`config.mk`:
```
export PLATFORM = sky130hd
export DESIGN_NAME = rr_arb_4to1_flat
export DESIGN_NICKNAME = d
export VERILOG_FILES = /design/src/rtl/rr_arb_4to1_if.sv /design/src/rtl/rr_arb_4to1.sv /design/src/flat_wrapper.sv
export SDC_FILE = /design/constraint.sdc
export NUM_CORES = 1
export LEC_CHECK = 0
export CAP_MARGIN = 0
export CORE_MARGIN = 2
export CORE_UTILIZATION = 33
export DETAILED_ROUTE_END_ITERATION = 10
export GPL_ROUTABILITY_DRIVEN = 0
export PLACE_DENSITY = 0.89
export SLEW_MARGIN = 20
export SYNTH_ARGS = -nofsm -noshare
export SYNTH_HDL_FRONTEND = slang
export SYNTH_SLANG_ARGS = --single-unit
```
`constraint.sdc`:
```
create_clock -name clk_i -period 1.6 [get_ports clk_i]
set_input_delay 0.24 -clock clk_i [delete_from_list [all_inputs] [get_ports clk_i]]
set_output_delay 0.24 -clock clk_i [all_outputs]
set_load 0.02 [all_outputs]
```
`src/rtl/rr_arb_4to1_if.sv`:
```
// Bundle between four producers, the round-robin arbiter and one downstream consumer.
// The slave modport is the arbiter's view; master is the environment's view.
interface rr_arb_4to1_if #(
  parameter int unsigned DATA_W = 8
);
  logic [3:0]          req_i;
  logic [4*DATA_W-1:0] data_i;
  logic                ready_i;
  logic                valid_o;
  logic [DATA_W-1:0]   data_o;
  logic [1:0]          sel_o;
  logic [3:0]          ack_o;
  logic                busy_o;

  modport slave (
    input  req_i, data_i, ready_i,
    output valid_o, data_o, sel_o, ack_o, busy_o
  );

  modport master (
    output req_i, data_i, ready_i,
    input  valid_o, data_o, sel_o, ack_o, busy_o
  );
endinterface

```
`src/rtl/rr_arb_4to1.sv`:
```
// Round-robin 4:1 channel arbiter with bounded bursts; the winner holds the channel for up to
// MAX_BURST accepted beats, then a one-cycle idle bubble precedes re-arbitration.
module rr_arb_4to1 #(
  parameter int unsigned DATA_W    = 8,
  parameter int unsigned MAX_BURST = 4
) (
  input  logic             clk_i,
  input  logic             rst_ni,
  rr_arb_4to1_if.slave     bus
);

  localparam int unsigned CntW = $clog2(MAX_BURST + 1);

  typedef enum logic [0:0] {StIdle, StBusy} state_e;

  state_e            r_state;
  logic [1:0]        r_sel;
  logic [1:0]        r_last;
  logic [CntW-1:0]   r_beat_cnt;

  logic [1:0]        w_win;
  logic              w_busy;
  logic              w_valid;
  logic              w_beat;

  // Scan from furthest offset down so the nearest requester after r_last wins.
  always_comb begin
    w_win = r_last;
    for (int i = 3; i >= 0; i--) begin
      if (bus.req_i[r_last + 2'(i + 1)]) begin
        w_win = r_last + 2'(i + 1);
      end
    end
  end

  assign w_busy  = (r_state == StBusy);
  assign w_valid = w_busy & bus.req_i[r_sel];
  assign w_beat  = w_valid & bus.ready_i;

  assign bus.valid_o = w_valid;
  assign bus.data_o  = bus.data_i[r_sel*DATA_W +: DATA_W];
  assign bus.sel_o   = r_sel;
  assign bus.ack_o   = w_beat ? (4'b0001 << r_sel) : 4'b0000;
  assign bus.busy_o  = w_busy;

  always_ff @(posedge clk_i or negedge rst_ni) begin
    if (!rst_ni) begin
      r_state    <= StIdle;
      r_sel      <= 2'd0;
      r_last     <= 2'd3;
      r_beat_cnt <= '0;
    end else begin
      unique case (r_state)
        StIdle: begin
          if (|bus.req_i) begin
            r_sel      <= w_win;
            r_last     <= w_win;
            r_beat_cnt <= '0;
            r_state    <= StBusy;
          end
        end
        StBusy: begin
          if (!bus.req_i[r_sel]) begin
            r_state <= StIdle;
          end else if (bus.ready_i) begin
            if (r_beat_cnt == CntW'(MAX_BURST - 1)) begin
              r_beat_cnt <= '0;
              r_state    <= StIdle;
            end else begin
              r_beat_cnt <= r_beat_cnt + 1'b1;
            end
          end
        end
        default: r_state <= StIdle;
      endcase
    end
  end

endmodule

```
`src/flat_wrapper.sv`:
```
// flat-port wrapper written by rule: the top's interface ports become plain ports
module rr_arb_4to1_flat 
#(
  parameter int unsigned DATA_W    = 8,
  parameter int unsigned MAX_BURST = 4
)
  (clk_i, rst_ni, bus_req_i, bus_data_i, bus_ready_i, bus_valid_o, bus_data_o, bus_sel_o, bus_ack_o, bus_busy_o);
  rr_arb_4to1_if #(.DATA_W(DATA_W)) bus_i ();
  input  logic clk_i;
  input  logic rst_ni;
  input wire logic [$bits(bus_i.req_i)-1:0] bus_req_i;
  input wire logic [$bits(bus_i.data_i)-1:0] bus_data_i;
  input wire logic [$bits(bus_i.ready_i)-1:0] bus_ready_i;
  output wire logic [$bits(bus_i.valid_o)-1:0] bus_valid_o;
  output wire logic [$bits(bus_i.data_o)-1:0] bus_data_o;
  output wire logic [$bits(bus_i.sel_o)-1:0] bus_sel_o;
  output wire logic [$bits(bus_i.ack_o)-1:0] bus_ack_o;
  output wire logic [$bits(bus_i.busy_o)-1:0] bus_busy_o;
  assign bus_i.req_i = bus_req_i;
  assign bus_i.data_i = bus_data_i;
  assign bus_i.ready_i = bus_ready_i;
  assign bus_valid_o = bus_i.valid_o;
  assign bus_data_o = bus_i.data_o;
  assign bus_sel_o = bus_i.sel_o;
  assign bus_ack_o = bus_i.ack_o;
  assign bus_busy_o = bus_i.busy_o;
  rr_arb_4to1 #(.DATA_W(DATA_W), .MAX_BURST(MAX_BURST)) u_core (.clk_i(clk_i), .rst_ni(rst_ni), .bus(bus_i));
endmodule
```
Word-level counts from Yosys, hierarchy flattened --
Cells that the tools add are included. Widths: inputs -> output; s select.
Storage, ports and cells: register bits after elaboration 8, output and inout bits 16, input port bits 39
Operators by class: add/sub/neg operators 4, multiplexer cells 22, bitwise gates (word level) 3, shifts and indexed selects 2, eq/ne operators 4, reductions and logical operators 3, magnitude comparators 4
Operators by type and width (number):
- $shiftx 32x6->8 | 1
- $lt 2x3->1 const B | 4
- $mux 3 | 4
- $bmux 1 s2 | 4
- $mux 1 | 8
- $mux 2 | 3
- $pmux 3 s2 | 1
- $add 2x2->2 const B | 2
- $mux 4 | 1
- $ne 2x2->1 const B | 2
- $reduce_or 4->1 | 1
- $shl 1x2->4 const A | 1
- $add 3x1->3 const B | 1
- $eq 3x2->1 const B | 1
- $reduce_and 3->1 | 1
- $add 2x1->2 const B | 1
- $and 1x1->1 | 2
- $ne 2x1->1 const B | 1
- $pmux 1 s2 | 1
- $reduce_and 2->1 | 1
- $not 1->1 | 1

Longest topological paths before layout --
depth after elaboration 6, mapped depth 5

Worst setup path before layout --
No wires, ideal clock.
path type reg-to-output, start register u_core.r_state, in the netlist u_core.bus.busy_o, end output port bus_ack_o[0], arrival time 1.540 ns, cell stages (with the launch flop) 4, buffers on the path 1, slack -0.180 ns, cell sequence dfrtp_1 clkbuf_1 nand2_1 nor4b_1
Between the ends: word-level cells in the longest chain between the ends 3
Ends and longest elaborated chain:
- from (decl) | RTL line rr_arb_4to1.sv:16 | state_e r_state;
- from (signal assigned) | RTL line rr_arb_4to1.sv:48 | r_state <= StIdle;
- from (signal assigned) | RTL line rr_arb_4to1.sv:59 | r_state <= StBusy;
- from (signal assigned) | RTL line rr_arb_4to1.sv:64 | r_state <= StIdle;
- $and 1x1->1 | RTL line rr_arb_4to1.sv:37 | assign w_valid = w_busy & bus.req_i[r_sel];
- $and 1x1->1 | RTL line rr_arb_4to1.sv:38 | assign w_beat = w_valid & bus.ready_i;
- $mux 4 | RTL line rr_arb_4to1.sv:43 | assign bus.ack_o = w_beat ? (4'b0001 << r_sel) : 4'b0000;
- to (decl) | RTL line flat_wrapper.sv:17 | output wire logic [$bits(bus_i.ack_o)-1:0] bus_ack_o;
Every way passes these cells.

Worst setup path in the final report --
start register u_core.r_sel[0], in the netlist u_core.bus.sel_o[0], end output port bus_valid_o
Between the ends: word-level cells in the longest chain between the ends 3
Ends and longest elaborated chain:
- from (decl) | RTL line rr_arb_4to1.sv:17 | logic [1:0] r_sel;
- from (signal assigned) | RTL line rr_arb_4to1.sv:56 | r_sel <= w_win;
- $bmux 1 s2 | RTL line rr_arb_4to1.sv:37
- $mux 1 (not written as such) | RTL line rr_arb_4to1.sv:37
- $and 1x1->1 | RTL line rr_arb_4to1.sv:37
- to (decl) | RTL line flat_wrapper.sv:14 | output wire logic [$bits(bus_i.valid_o)-1:0] bus_valid_o;
Every way passes these cells. The select of a mux whose other input is x is not followed.

==> impl_metrics.csv <==
group,metric,value,unit
run_status,status,"complete, but fails checks",
run_status,violations,"setup timing",
synthesis,synth-edff-count,0,
place,detailed_place_hpwl,2310,µm
synthesis,ys_seq_area_share,27.9,%
power,p_per_area,1620,mW/mm²
global_routing,grt_antenna_before_repair,0,
finish,drive_above_1_share,36.1,%
die,initial_core_util,36.0,%
setup_path,startpoint,"u_core.bus.sel_o[0]",
die,ios,55,
setup_path,r2r_end,"u_core.r_beat_cnt[1]",
finish,stdcell_area,0.00147,mm²
global_routing,grtUsageMet2,45.7,%
finish,antenna_cells,0,
clock_network,clkTransAtPathRegs,0.06,ns
setup_path,worstPathMaxFanout,7,
detailed_routing,dr_total_vias,943,
setup_path,arrival,1.55,ns
timing,worstMarginPinSlew,0.377,ns
global_routing,met1_usage,28.2,%
global_routing,grt_start_max_net_pins,12,
timing,timing.final.crit_period,1.79,ns
clock_network,ctsHoldBuffers,0,
synthesis,async_reset_ff_share,100,%
setup_path,r2r_slack,0.03,ns
detailed_routing,dr.pass1.iters,4,
timing,fmax,558,MHz
place,placed_cells,164,
setup_path,criticalPathCategory,"reg2out",
setup_path,worst-endpoint-required,1.36,ns
synthesis,synthMuxAreaShare,28.9,%
setup_path,slowest_stage,"mux4_2",
detailed_routing,wl_per_cell,18.4,µm
setup_path,start_kind,"register",
detailed_routing,drcViolationCount,0,
die,die_h,50.9,µm
die,design.die.area,0.00259,mm²
synthesis,synthSimpleGateAreaFrac,20.1,%
synthesis,ys_ff_latch,8,
synthesis,synth_compound_area_share,18.1,%
setup_path,reg2reg_from,"u_core.bus.sel_o[0]",
detailed_routing,ant_nets,0,
finish,fillCellCount,136,
finish,nNetsFinal,186,
setup_path,crit_path_end_kind,"primary output",
synthesis,syn-mean-instance-area,10.1,µm²
timing,slew_headroom,74.8,%
place,place_ws,-0.526,ns
synthesis,syn-num-nets,112,
detailed_routing,viasPerCell,5.51,
finish,mostFrequentLayoutCells,"clkdlybuf4s50_1, buf_4, buf_6, nand2_1, mux4_2",
power,vdd_drop_max,0.00118,V
timing,slew_violations,0,
global_routing,use_met3,7.02,%
die,num_rows,16,
timing,finalHoldViolCount,0,
clock_network,cts_tree,"yes",
synthesis,ys.flop_type,"dfrtp_1",
synthesis,yosys_warnings,0,
setup_path,rr_worst_depth,5,
synthesis,synth_top_family_by_area,"multiplexers",
setup_path,max_stage_delay,0.55,ns
timing,setup_viol,10,
finish,final_cells,171,
finish,final_common_cell,"clkdlybuf4s50_1",
synthesis,synth_area,727,µm²
global_routing,gr-total-overflow,0,
place,io_buffers,54,
timing,clock-skew-final,0.00762,ns
clock_network,clock_path_buffers,2,
clock_network,worstSkewPairLatency,0.26,ns
timing,setup_ws,-0.194,ns
global_routing,top_usage_layer,"met2",
clock_network,cts-root-buf,"clkbuf_4",
timing,rsz0062_at_grt,"yes",
die,fp.dieW,50.9,µm
clock_network,clock-sinks,8,
die,core,0.00202,mm²
job,timing.max_cap.violations,0,
power,power,0.00239,W
timing,fin_crit_sh,112,%
global_routing,grt_usage,25.1,%
synthesis,synth_cell_types,32,
clock_network,cts_htree_levels,1,
clock_network,cts_buffers,3,
detailed_routing,drtIter0Drc,23,
synthesis,synthXorXnorAreaFrac,0,%
global_routing,grt_pass1_wl,4910,µm
detailed_routing,wirelength,3140,µm
synthesis,synth_cells,72,
setup_path,cp_cell_sequence,"mux4_2 -> and2_4 -> buf_6",
global_routing,grt_pass1_vias,961,
place,placement.cell_area,0.00141,mm²
hold_path,hp-class,"in2async",
finish,area_delta_synth_final,102,%
power,p_leak,0.648,nW
synthesis,synthAdderAreaFrac,1.72,%
## power by group
group / leakage (nW) / switching (W) / internal, W / total (W)
Combinational: 0.540 / 0.000810 / 0.000982 / 0.00179
Clock: 0.0138 / 0.0000682 / 0.0000858 / 0.000154
Sequential: 0.0948 / 0.000125 / 0.000316 / 0.000441
## cell type report
| type | count | area, µm² | share of cell area [%] |
|---|---|---|---|
| Clock buffer | 3 | 22.5 | 1.53 |
| Sequential cell | 8 | 204 | 13.9 |
| Timing Repair Buffer | 72 | 682 | 46.3 |
| Tap cell | 27 | 33.8 | 2.30 |
| Inverter | 3 | 11.3 | 0.765 |
| Multi-Input combinational cell | 58 | 518 | 35.2 |
## metal layers
layer	wire (µm)	up-vias	part of all wire, %
li1	-	425	-
met1	1180	454	37
met2	1580	58	50
met3	320	6	10
met4	63	0	2.0
met5	0	-	0
## state kept, by name (all words and copies together) (netlist names)
| register | count |
|---|---|
| u_core.r_beat_cnt | 3 |
| u_core.bus.sel_o | 2 |
| u_core.r_last | 2 |
| u_core.bus.busy_o | 1 |
## cell families (layout without fill, tap and decap cells)
kind of cell | after synthesis | after routing
simple gates | 29 | 29
compound gates | 19 | 19
mux | 9 | 9
buf+inv | 6 | 78
fa+ha+maj | 1 | 1
flops | 8 | 8
## Yosys cell counts (2+ instances only)
| master | instances | area [µm²] |
|---|---|---|
| a21o_1 | 3 | 22.5 |
| a21oi_1 | 3 | 15.0 |
| clkbuf_1 | 2 | 7.51 |
| dfrtp_1 | 6 | 150 |
| dfstp_2 | 2 | 52.6 |
| inv_1 | 3 | 11.3 |
| mux4_1 | 2 | 52.6 |
| mux4_2 | 7 | 158 |
| nand2_1 | 11 | 41.3 |
| nand3_1 | 2 | 10.0 |
| nor2_1 | 5 | 18.8 |
| nor2b_1 | 3 | 18.8 |
| nor3_1 | 2 | 10.0 |
| o21ai_0 | 3 | 15.0 |
## worst max path at each step
stage,end,cells after the start
3_3_place_gp,bus_valid_o,4
6_report,bus_valid_o,3
3_5_place_dp,bus_valid_o,4
4_1_cts,bus_data_o[0],3
2_1_floorplan,bus_data_o[0],2
5_1_grt,bus_data_o[2],3
## timing repair
item | 4_1_cts | 5_1_grt
setup buffers | 1 | 3
cloned | 0 | 0
endpoints found under the setup margin | 18 | 13
gates resized for setup | 78 | 7
pin swaps | 1 | 0
## through the flow
stage,hold slack [ns],utilization (%),setup TNS [ns]
final,0.265,72.8,-1.62
after global routing,0.284,72.8,-2.00
after CTS,0.276,71.2,-1.56
after detailed placement,0.503,69.7,-6.24
after global placement,0.489,69.7,-5.69
after floorplan,-0.0556,-,0
## critical path, delay by kind of cell, from the launching register on
| family | cells | cell delay, ns |
|---|---|---|
| simple gates | 1 | 0.16 |
| mux | 1 | 0.55 |
| buf+inv | 1 | 0.12 |
| flops | 1 | 0.46 |
No activity file was read; power rests on OpenSTA's default activity.
